<file path="config.mk">
export PLATFORM = sky130hd
export DESIGN_NAME = led_serial_feeder
export DESIGN_NICKNAME = d
export VERILOG_FILES = /design/src/rtl/led_serial_feeder.sv
export SDC_FILE = /design/constraint.sdc
export NUM_CORES = 1
export LEC_CHECK = 0
export BUFFER_PORTS_ARGS = -buffer_cell sky130_fd_sc_hd__buf_4
export CAP_MARGIN = 5
export CORE_MARGIN = 3
export CORE_UTILIZATION = 42
export DETAILED_ROUTE_END_ITERATION = 12
export GPL_TIMING_DRIVEN = 1
export SYNTH_ARGS = -nofsm -noshare
export SYNTH_HDL_FRONTEND = slang
export SYNTH_SLANG_ARGS = --single-unit
export TNS_END_PERCENT = 1
</file>
<file path="constraint.sdc">
create_clock -name dck -period 5.26 [get_ports dck]
set_input_delay 0 -clock dck [delete_from_list [all_inputs] [get_ports dck]]
set_output_delay 0 -clock dck [all_outputs]
set_load 0.1 [all_outputs]
</file>
<file path="src/rtl/led_serial_feeder.sv">
// rtl/led_serial_feeder.sv - serialises 16-bit gray-level words LSB-first on dai/den with idle gaps and frame counting
module led_serial_feeder #(
    parameter int GAP_CYCLES      = 2,
    parameter int WORDS_PER_FRAME = 256
) (
    input  logic        dck,
    input  logic        rst,
    input  logic        en,
    input  logic [15:0] pix_data,
    input  logic        pix_valid,
    output logic        pix_ready,
    output logic        dai,
    output logic        den,
    output logic [7:0]  word_cnt,
    output logic        frame_done
);

    typedef enum logic [1:0] {
        IDLE  = 2'd0,
        SHIFT = 2'd1,
        GAP   = 2'd2
    } state_t;

    localparam logic [3:0] GAP_LAST  = 4'(GAP_CYCLES - 1);
    localparam logic [7:0] WORD_LAST = 8'(WORDS_PER_FRAME - 1);

    state_t      state, state_next;
    logic [15:0] hold;
    logic        hold_valid;
    logic [15:0] shreg;
    logic [4:0]  bit_cnt;
    logic [3:0]  gap_cnt;
    logic        load;
    logic        word_end;

    assign pix_ready = ~hold_valid;

    always_ff @(posedge dck or posedge rst) begin
        if (rst) begin
            state <= IDLE;
        end else begin
            state <= state_next;
        end
    end

    always_comb begin
        state_next = state;
        load       = 1'b0;
        word_end   = 1'b0;
        case (state)
            IDLE: begin
                if (hold_valid && en) begin
                    load       = 1'b1;
                    state_next = SHIFT;
                end
            end
            SHIFT: begin
                // bit_cnt reaches 16 one edge after bit 15 was driven
                if (bit_cnt == 5'd16) begin
                    word_end   = 1'b1;
                    state_next = GAP;
                end
            end
            GAP: begin
                if (gap_cnt == GAP_LAST) begin
                    if (hold_valid && en) begin
                        load       = 1'b1;
                        state_next = SHIFT;
                    end else begin
                        state_next = IDLE;
                    end
                end
            end
            default: state_next = IDLE;
        endcase
    end

    always_ff @(posedge dck or posedge rst) begin
        if (rst) begin
            hold       <= 16'd0;
            hold_valid <= 1'b0;
            shreg      <= 16'd0;
            bit_cnt    <= 5'd0;
            gap_cnt    <= 4'd0;
            dai        <= 1'b0;
            den        <= 1'b0;
            word_cnt   <= 8'd0;
            frame_done <= 1'b0;
        end else begin
            frame_done <= 1'b0;
            // Capture needs an empty hold and load needs a full one, so they never collide
            if (pix_valid && !hold_valid) begin
                hold       <= pix_data;
                hold_valid <= 1'b1;
            end
            if (load) begin
                shreg      <= hold;
                hold_valid <= 1'b0;
                den        <= 1'b1;
                dai        <= hold[0];
                bit_cnt    <= 5'd1;
            end else if (state == SHIFT) begin
                if (word_end) begin
                    den     <= 1'b0;
                    dai     <= 1'b0;
                    gap_cnt <= 4'd0;
                    if (word_cnt == WORD_LAST) begin
                        word_cnt   <= 8'd0;
                        frame_done <= 1'b1;
                    end else begin
                        word_cnt <= word_cnt + 8'd1;
                    end
                end else begin
                    dai     <= shreg[bit_cnt[3:0]];
                    bit_cnt <= bit_cnt + 5'd1;
                end
            end else if (state == GAP) begin
                gap_cnt <= gap_cnt + 4'd1;
            end
        end
    end

endmodule

</file>
==> impl_metrics.csv, run 1 <==
group,metric,value,unit
sta,slew-limit-headroom,0.538,
synth,yosysTopAreaCellShare,0.548,
grt,track_usage,0.140,
route,drc_errors,0,
setup_path,end_kind,"register",
route,wl_per_cell,14.2,microns
sta,post-route-period-util,0.405,
route,wl,4520,microns
sta,maxSlewViolCount,0,
grt,grt_max_degree,56,
grt,grt_overflow,0,
setup_path,path_class,"register to register",
pwr,vdd.ir_drop.worst,0.000234,V
floorplanning,rows,27,
cells_and_area,utilization,0.541,
clock_tree,cts_resized,0,
setup_path,cp.arrival,2.33,ns
cells_and_area,ff_latch_area,1380,sq um
min_path,hold_class,"input port to register",
grt,grt_pass1_wl,7860,microns
floorplanning,ios,32,
synth,synth_cells,199,
place,globalplace.congestion,0.760,
synth,yosys.area.top_type,"dfrtp_1",
setup_path,crit_fanout,31,
status,status,"complete, no violations",
setup_path,cp.required,5.46,ns
setup_path,worstRegToRegCells,7,
clock_tree,cts_tree,"yes",
clock_tree,clkSlewWorstSetupHoldPaths,0.09,ns
clock_tree,clockRootBuffer,"clkbuf_8",
synth,syn-num-nets,224,
clock_tree,cts_sinks,55,
route,dr.pass1.iters,4,
sta,worst_slew_pin_slew,0.693,ns
setup_path,setup.worst_path.start_class,"register",
synth,synth_commonest_cells,"dfrtp_1 (55), mux2_2 (32), nand2_1 (15)",
grt,antenna_found_initial,0,
cells_and_area,final_cells,319,
floorplanning,start_util,0.445,
route,vias,1631,
synth,syn_area_per_cell,12.6,sq um
sta,min_period,2.13,ns
job,max_cap_violations,0,
pwr,power.density,503,nW/um^2
sta,max_freq,470,MHz
cells_and_area,nFillCells,489,
floorplanning,dieArea,6950,sq um
synth,yosysMostFrequentCell,"dfrtp_1",
clock_tree,clk_latency,0.30,ns
sta,hold_violations,0,
clock_tree,cts_setup_buffers,0,
place,port_buffers,31,
place,dp.cells,295,
cells_and_area,finish.net_count,273,
cells_and_area,n_antenna_cell,0,
synth,synth_cell_type_count,35,
sta,setup_violations,0,
synth,ys_seq_area_frac,0.548,
sta,fin_worst_skew,0.00573,ns
route,postRouteAntennaNets,0,
synth,synthTopCellsByArea,"dfrtp_1 (55%), mux2_2 (14%), ha_1 (2.5%)",
route,vias_per_cell,5.11,
synth,ys_ff_latch,55,
cells_and_area,multiInputGateArea,1050,sq um
clock_tree,clock_path_buffers,2,
route,drt_iter0_drc,64,
min_path,hold-path-cell-count,5,
synth,yosys_warnings,0,
clock_tree,cts_hold_buf,18,
sta,rsz0062_at_grt,"no",
grt,grt_pass1_vias,1593,
floorplanning,die_w,83.3,microns
cells_and_area,drive_gt1_frac,0.320,
synth,async_reset_ff_frac,1.00,
synth,syn-cell-area,2510,sq um
place,hpwl,2980,microns
synth,synth_ff_type,"dfrtp_1",
synth,synth_edf_count,0,
clock_tree,htreeDepth,2,
cells_and_area,syn2layout_area_growth,21.5,%
floorplanning,fp.coreArea,5640,sq um
sta,tns,0,ns
pwr,leakage,0.00138,uW
floorplanning,die_h,83.3,microns
clock_tree,cts_buffers,5,
-- metrics by stage --
step / worst slack, ns / hold WS [ns] / cell area, sq um / total power, uW
2_1_floorplan: 3.26 / 0.125 / 2510 / 1200
3_3_place_gp: 3.19 / 0.233 / 2800 / 1310
3_5_place_dp: 3.14 / 0.237 / 2800 / 1330
4_1_cts: 3.12 / 0.371 / 3050 / 1560
5_1_grt: 2.97 / 0.404 / 3050 / 1640
6_report: 3.13 / 0.376 / 3050 / 1540
-- routing by layer --
metal  vias to the layer above  track usage  share of wire
met5                         -            0              0
met3                         7       0.0337          0.036
met1                       809        0.195           0.48
met2                        24        0.214           0.47
li1                        791            -              -
met4                         0       0.0446          0.012
-- layout by cell type, fill, tap and decap left out, types with 2 or more instances in the layout --
| cell type | synthesis | final |
|---|---|---|
| dfrtp_1 | 55 | 55 |
| o21ai_0 | 4 | 4 |
| inv_1 | 7 | 6 |
| nor4_1 | 2 | 2 |
| nand2_1 | 15 | 15 |
| o31ai_1 | 2 | 2 |
| xnor2_1 | 5 | 5 |
| xor2_1 | 5 | 5 |
| ha_1 | 5 | 5 |
| nor2b_1 | 4 | 4 |
| a2bb2oi_1 | 2 | 2 |
| nand4_1 | 5 | 5 |
| nor2_1 | 12 | 12 |
| or3_1 | 2 | 2 |
| or2_2 | 3 | 3 |
| a21o_1 | 2 | 2 |
| nor3_1 | 5 | 5 |
| mux2_2 | 32 | 32 |
| dlygate4sd3_1 | 0 | 18 |
| nand3_1 | 4 | 4 |
| clkbuf_8 | 0 | 5 |
| a22o_1 | 2 | 2 |
| o2111ai_1 | 2 | 2 |
| buf_4 | 2 | 34 |
| mux4_1 | 2 | 2 |
| a21oi_1 | 2 | 2 |
| mux2i_1 | 3 | 3 |
-- final timing paths --
path | start | endpoint | slack [ns]
max | gap_cnt[1]$_DFFE_PP0P_ | gap_cnt[0]$_DFFE_PP0P_ | 3.13
max reg2reg | gap_cnt[1]$_DFFE_PP0P_ | gap_cnt[0]$_DFFE_PP0P_ | 3.13
min reg2reg | hold[14]$_DFFE_PP0P_ | shreg[14]$_DFFE_PP0N_ | 0.50
min | en | bit_cnt[3]$_DFFE_PP0P_ | 0.38
max in group asynchronous | rst | hold[1]$_DFFE_PP0P_ | 4.35
min in group asynchronous | rst | shreg[9]$_DFFE_PP0N_ | 0.44
-- critical path, stage by stage, from the launching register on --
cell	delay [ns]
dfrtp_1	0.43
inv_1	0.07
ha_1	0.12
or3b_1	0.40
a211oi_4	0.25
buf_4	0.36
o21ai_0	0.15
a22o_1	0.24
-- logic make-up after synthesis --
group                      share of synthesized area
xor gates and xnor gates                      0.0349
adders and majority gates                     0.0249
buffers and inverters                         0.0368
AOI/OAI and AO/OA                             0.0523
muxes                                          0.176
and+or+nand+nor                                0.127
DFF                                            0.548
-- layout make-up --
cell class	instances	area share
clock buffer	6	0.0238
inverter	7	0.00861
multi-input combinational	127	0.344
sequential	55	0.451
tap	72	0.0295
timing repair buffer	52	0.143
-- registers in the layout, indices dropped and copies added (netlist names) --
name / count
hold: 16
shreg: 16
word_cnt: 8
bit_cnt: 5
gap_cnt: 4
state: 2
dai: 1
den: 1
frame_done: 1
hold_valid: 1
-- where the power goes --
part / internal, uW / total [uW] / switching, uW / leakage, uW
Clock: 89.2 / 216 / 127 / 0.0000371
Sequential: 593 / 730 / 136 / 0.000677
Combinational: 288 / 591 / 303 / 0.000663
(Power assumes the default switching activity.)
==> run 2, diff against run 1 <==
clock period = 1.8 ns   (was 5.26 ns; I/O delays follow)
==> impl_metrics.csv, run 2 (synthesis results as in run 1) <==
group,metric,value,unit
floorplanning,die_w,83.3,microns
pwr,vdd.ir_drop.worst,0.000754,V
clock_tree,clock_path_buffers,2,
grt,grt_max_degree,37,
route,wl,4890,microns
place,dp.cells,308,
sta,max_freq,518,MHz
setup_path,crit_fanout,6,
floorplanning,fp.coreArea,5640,sq um
sta,setup_violations,23,
route,drc_errors,0,
cells_and_area,syn2layout_area_growth,33.2,%
sta,maxSlewViolCount,0,
sta,worst_slew_pin_slew,0.448,ns
setup_path,crit_slowest_cell,"dfrtp_1",
sta,min_period,1.93,ns
clock_tree,clockRootBuffer,"clkbuf_8",
grt,busiest_layer,"met2",
cells_and_area,top_regs,"hold x16, shreg x16, word_cnt x8",
sta,worst_slack,-0.129,ns
clock_tree,cts_sinks,55,
sta,post-route-period-util,1.07,
clock_tree,cts_buffers,5,
route,vias,1699,
pwr,power.density,1480,nW/um^2
place,placed_area,2990,sq um
pwr,leakage,0.00154,uW
floorplanning,die_h,83.3,microns
setup_path,cp.arrival,2.13,ns
job,max_cap_violations,0,
clock_tree,cts_tree,"yes",
route,dr.pass1.iters,4,
pwr,p_comb_frac,0.444,
route,drt_iter0_drc,56,
grt,track_usage,0.144,
grt,grt_use_met1,0.206,
setup_path,end_kind,"register",
setup_path,path_class,"register to register",
route,wl_per_cell,14.4,microns
clock_tree,clkSlewWorstSetupHoldPaths,0.10,ns
cells_and_area,layout_commonest_cell,"dfrtp_1",
clock_tree,clk_latency,0.31,ns
sta,fin_worst_skew,0.00579,ns
place,place_ws,-0.0962,ns
floorplanning,rows,27,
cells_and_area,nFillCells,474,
route,postRouteAntennaNets,0,
setup_path,path_cells,"inv_1 -> ha_1 -> or3b_4 -> a211oi_4 -> buf_6 -> clkbuf_16 -> mux2_4",
place,globalplace.congestion,0.785,
setup_path,setup.worst_path.start_class,"register",
cells_and_area,utilization,0.593,
grt,grt_pass1_wl,8030,microns
floorplanning,dieArea,6950,sq um
pwr,p_seq_frac,0.420,
grt,use_met2,0.214,
floorplanning,start_util,0.445,
pwr,p_sw,1780,uW
sta,slew-limit-headroom,0.701,
status,status,"complete, but fails checks",
pwr,p_int,3170,uW
setup_path,max_stage_delay,0.39,ns
min_path,hold_class,"input port to async pin",
grt,grt_overflow,0,
place,port_buffers,31,
cells_and_area,n_antenna_cell,0,
setup_path,cp.required,2.01,ns
cells_and_area,drive_gt1_frac,0.412,
cells_and_area,fin_area,3350,sq um
status,violations,"setup timing",
grt,antenna_found_initial,0,
floorplanning,ios,32,
route,vias_per_cell,5.01,
cells_and_area,final_cells,339,
pwr,p_clk_frac,0.135,
cells_and_area,finish.net_count,291,
pwr,switching_share,0.360,
cells_and_area,final_cell_mix,"dfrtp_1 (49), buf_4 (45), dlygate4sd3_1 (18), mux2_2 (17), mux2_4 (15)",
grt,use_met3,0.0377,
place,hpwl,3290,microns
sta,hold_violations,0,
sta,rsz0062_at_grt,"yes",
clock_tree,htreeDepth,2,
grt,grt_pass1_vias,1628,
run 2: path summary, 6_finish.rpt:
check | cells after the start | start | to | slack [ns]
hold / removal | 3 | rst | shreg[12]$_DFFE_PP0N_ | 0.26
max in group asynchronous | 4 | rst | hold[15]$_DFFE_PP0P_ | 1.02
min in group dck | 6 | en | hold_valid$_DFFE_PP0P_ | 0.38
hold reg to reg | 1 | word_cnt[6]$_DFFE_PP0P_ | word_cnt[6]$_DFFE_PP0P_ | 0.50
setup reg to reg | 7 | gap_cnt[1]$_DFFE_PP0P_ | shreg[11]$_DFFE_PP0N_ | -0.13
setup / recovery | 7 | gap_cnt[1]$_DFFE_PP0P_ | shreg[11]$_DFFE_PP0N_ | -0.13
run 2: metal layers:
metal	wire, microns	vias to the layer above
li1	-	835
met1	2430	826
met2	2230	33
met3	169	5
met4	59	0
met5	0	-
run 2: layout make-up:
class,count,area (sq um),share of cell area
flip-flops and latches,55,1380,0.414
multi-input cells,127,1120,0.335
repair buffers,70,642,0.192
well taps,72,90.1,0.0269
clock buffers,5,68.8,0.0206
inverters,7,26.3,0.00785
clock inverters,3,15.0,0.00449
run 2: timing repair:
| item | 4_1_cts | 5_1_grt |
|---|---|---|
| endpoints found under the setup margin | 17 | 25 |
| hold buffers | 18 | 0 |
| hold endpoints to repair | 36 | 0 |
| pin swaps | 0 | 1 |
| gates cloned | 0 | 3 |
| gates resized for setup | 0 | 4 |
| setup buffers | 0 | 2 |
run 2: metrics by stage:
step	setup TNS, ns	hold WS [ns]	power (uW)
after CTS	-1.69	0.263	4900
after global routing	-3.61	0.298	5260
after floorplan	-0.543	0.125	3720
final	-2.05	0.255	4960
after global placement	-1.06	0.0426	4150
after detailed placement	-1.46	0.0498	4190
run 2: power by group through the flow:
stage / combinational, uW / clock [uW] / sequential [uW]
finish: 2200 / 671 / 2080
global route: 2350 / 750 / 2160
CTS: 2120 / 692 / 2090
detailed placement: 2080 / 0 / 2110
global placement: 2040 / 0 / 2110
floorplan: 1430 / 0 / 2280
run 2: critical path: cells and delay by family, from the launching register on:
family | cells | cell delay, ns
compound gates | 1 | 0.25
flops | 1 | 0.39
simple gates | 1 | 0.39
mux | 1 | 0.29
fa+ha+maj | 1 | 0.12
buf+inv | 3 | 0.39
==> run 3, diff against run 2 <==
ABC_AREA = 1   (was unset)
==> impl_metrics.csv, run 3 <==
group,metric,value,unit
status,status,"complete, no violations",
grt,grt_pass1_vias,1887,
place,globalplace.congestion,0.889,
cells_and_area,final_cell_mix,"nand2_1 (64), dfrtp_1 (53), buf_4 (36), inv_1 (31), nand3_1 (25)",
synth,synthTopCellsByArea,"dfrtp_1 (53%), nand2_1 (9.3%), mux2_2 (6.1%)",
setup_path,cp.required,1.99,ns
clock_tree,cts_sinks,55,
place,hpwl,3280,microns
grt,grt_overflow,0,
synth,syn-num-nets,298,
min_path,hold-path-cell-count,5,
synth,syn_area_per_cell,9.44,sq um
grt,grt_max_degree,43,
cells_and_area,top_regs,"hold x16, shreg x16, word_cnt x8",
route,vias_per_cell,4.82,
route,wl,4590,microns
route,drt_iter0_drc,49,
synth,syn-cell-area,2580,sq um
clock_tree,cts_tree,"yes",
synth,synth_edf_count,0,
sta,setup_violations,0,
floorplanning,die_h,84.3,microns
sta,rsz0062_at_grt,"no",
setup_path,crit_fanout,15,
sta,maxSlewViolCount,0,
clock_tree,clk_latency,0.30,ns
route,drc_errors,0,
setup_path,cp.arrival,1.78,ns
clock_tree,htreeDepth,2,
sta,worst_slew_pin_slew,0.402,ns
synth,yosys_warnings,0,
setup_path,reg2reg_to,"word_cnt[4]$_DFFE_PP0P_",
floorplanning,start_util,0.451,
pwr,leakage,0.00154,uW
setup_path,end_kind,"register",
setup_path,cpMostUsedCell,"inv_1",
setup_path,r2r_slack,0.21,ns
min_path,worstHoldStart,"en",
job,max_cap_violations,0,
route,dr.pass1.iters,4,
synth,yosysTopAreaCellShare,0.534,
setup_path,crit_buf_inv,2,
cells_and_area,syn2layout_area_growth,23.9,%
cells_and_area,finish.net_count,353,
setup_path,crit_slowest_cell,"dfrtp_1",
place,port_buffers,31,
synth,yosysMostFrequentCell,"nand2_1",
sta,hold_violations,0,
route,vias,1933,
setup_path,max_stage_delay,0.38,ns
synth,ys_ff_latch,55,
route,postRouteAntennaNets,0,
synth,synth_commonest_cells,"nand2_1 (64), dfrtp_1 (55), inv_1 (33)",
synth,synth_ff_type,"dfrtp_1",
clock_tree,cts_buffers,5,
floorplanning,dieArea,7110,sq um
cells_and_area,n_antenna_cell,0,
grt,track_usage,0.139,
setup_path,setup.worst_path.start_class,"register",
clock_tree,clock_path_buffers,2,
sta,worst_slack,0.214,ns
sta,max_freq,630,MHz
setup_path,path_class,"register to register",
setup_path,critPathTopFamily,"simple AND/OR/NAND/NOR gates",
synth,yosys.area.top_type,"dfrtp_1",
floorplanning,fp.coreArea,5710,sq um
route,wl_per_cell,11.4,microns
min_path,hold_class,"input port to register",
setup_path,path_cells,"inv_1 -> ha_1 -> nand4_4 -> nor2_4 -> inv_1 -> nand2_1 -> o21ai_0",
min_path,hold_end,"den$_DFFE_PP0P_",
floorplanning,rows,27,
clock_tree,clkSlewWorstSetupHoldPaths,0.10,ns
cells_and_area,layout_commonest_cell,"nand2_1",
grt,grt_pass1_wl,8190,microns
synth,synth_cell_type_count,30,
sta,fin_worst_skew,0.0101,ns
sta,slew-limit-headroom,0.731,
floorplanning,die_w,84.3,microns
place,place_ws,0.195,ns
sta,post-route-period-util,0.881,
clock_tree,cts_resized,0,
pwr,vdd.ir_drop.worst,0.00120,V
synth,async_reset_ff_frac,1.00,
grt,antenna_found_initial,0,
setup_path,worstRegToRegCells,7,
clock_tree,clockRootBuffer,"clkbuf_8",
floorplanning,ios,32,
clock_tree,cts_setup_buffers,0,
sta,tns,0,ns
setup_path,regToRegStartpoint,"bit_cnt[1]$_DFFE_PP0P_",
sta,min_period,1.59,ns
pwr,power.density,1530,nW/um^2
cells_and_area,drive_gt1_frac,0.243,
synth,synth_cells,273,
synth,ys_seq_area_frac,0.534,
run 3: changes by cell type after synthesis, sizes merged, moves of 5 or more:
cell | previous run | this run
nand2 | 15 | 68
inv | 7 | 36
nand3 | 4 | 26
o21ai | 4 | 25
mux2 | 32 | 15
a21oi | 2 | 7
run 3: worst max path at each step:
stage                            start  cells past startpoint  slack [ns]                 endpoint
2_1_floorplan  word_cnt[4]$_DFFE_PP0P_                      5       -0.07  word_cnt[0]$_DFFE_PP0P_
3_3_place_gp    bit_cnt[1]$_DFFE_PP0P_                      7        0.25  word_cnt[2]$_DFFE_PP0P_
3_5_place_dp    bit_cnt[1]$_DFFE_PP0P_                      7        0.19  word_cnt[4]$_DFFE_PP0P_
4_1_cts         bit_cnt[1]$_DFFE_PP0P_                      7        0.18  word_cnt[4]$_DFFE_PP0P_
5_1_grt         bit_cnt[1]$_DFFE_PP0P_                      7        0.02  word_cnt[3]$_DFFE_PP0P_
6_report        bit_cnt[1]$_DFFE_PP0P_                      7        0.21  word_cnt[4]$_DFFE_PP0P_
run 3: layout make-up:
type | instances | area, sq um
repair buffers | 54 | 460
fillers | 526 | 2520
clock inverters | 2 | 35.0
well taps | 72 | 90.1
multi-input cells | 175 | 1000
inverters | 37 | 143
flip-flops and latches | 55 | 1380
clock buffers | 6 | 82.6
run 3: metrics by stage:
stage / total power, uW / hold WS (ns) / std cells / cell area [sq um] / util
after detailed placement: 4090 / -0.0175 / 376 / 2910 / 0.509
after floorplan: 3610 / 0.132 / 273 / 2580 / -
after CTS: 4970 / 0.158 / 401 / 3190 / 0.559
after global routing: 5320 / 0.193 / 401 / 3190 / 0.559
after global placement: 4040 / -0.0190 / 376 / 2910 / 0.509
final: 4890 / 0.165 / 401 / 3190 / 0.559
run 3: metal layers:
layer,up-vias,GRT usage,part of all wire
met5,-,0,0
met4,0,0.0409,0.012
met3,7,0.0393,0.037
met1,908,0.177,0.45
met2,31,0.231,0.50
li1,987,-,-
run 3: cells by family (layout without fill, tap and decap cells):
logic type | after synthesis | after routing | synth area share
and+or+nand+nor | 118 | 118 | 0.215
DFF | 55 | 55 | 0.534
buffers and inverters | 43 | 99 | 0.0762
AOI/OAI and AO/OA | 33 | 33 | 0.0709
muxes | 15 | 15 | 0.0656
adders and majority gates | 5 | 5 | 0.0243
xor gates and xnor gates | 4 | 4 | 0.0136
run 3: power breakdown:
group | switching (uW) | internal [uW]
clock network | 384 | 450
registers | 276 | 1730
logic | 1290 | 762
run 3: worst reg2reg max path, delay by kind of cell (launching register included):
family | cells | cell delay [ns]
AND/OR/NAND/NOR | 3 | 0.49
flip-flops | 1 | 0.38
buffers and inverters | 2 | 0.31
adder cells (fa/ha/maj) | 1 | 0.22
AO/OA/AOI/OAI | 1 | 0.07
run 3: repair_timing:
item | in CTS | in global routing
hold endpoints to repair | 71 | 0
hold buffers | 17 | 0
endpoints found under the setup margin | 0 | 0
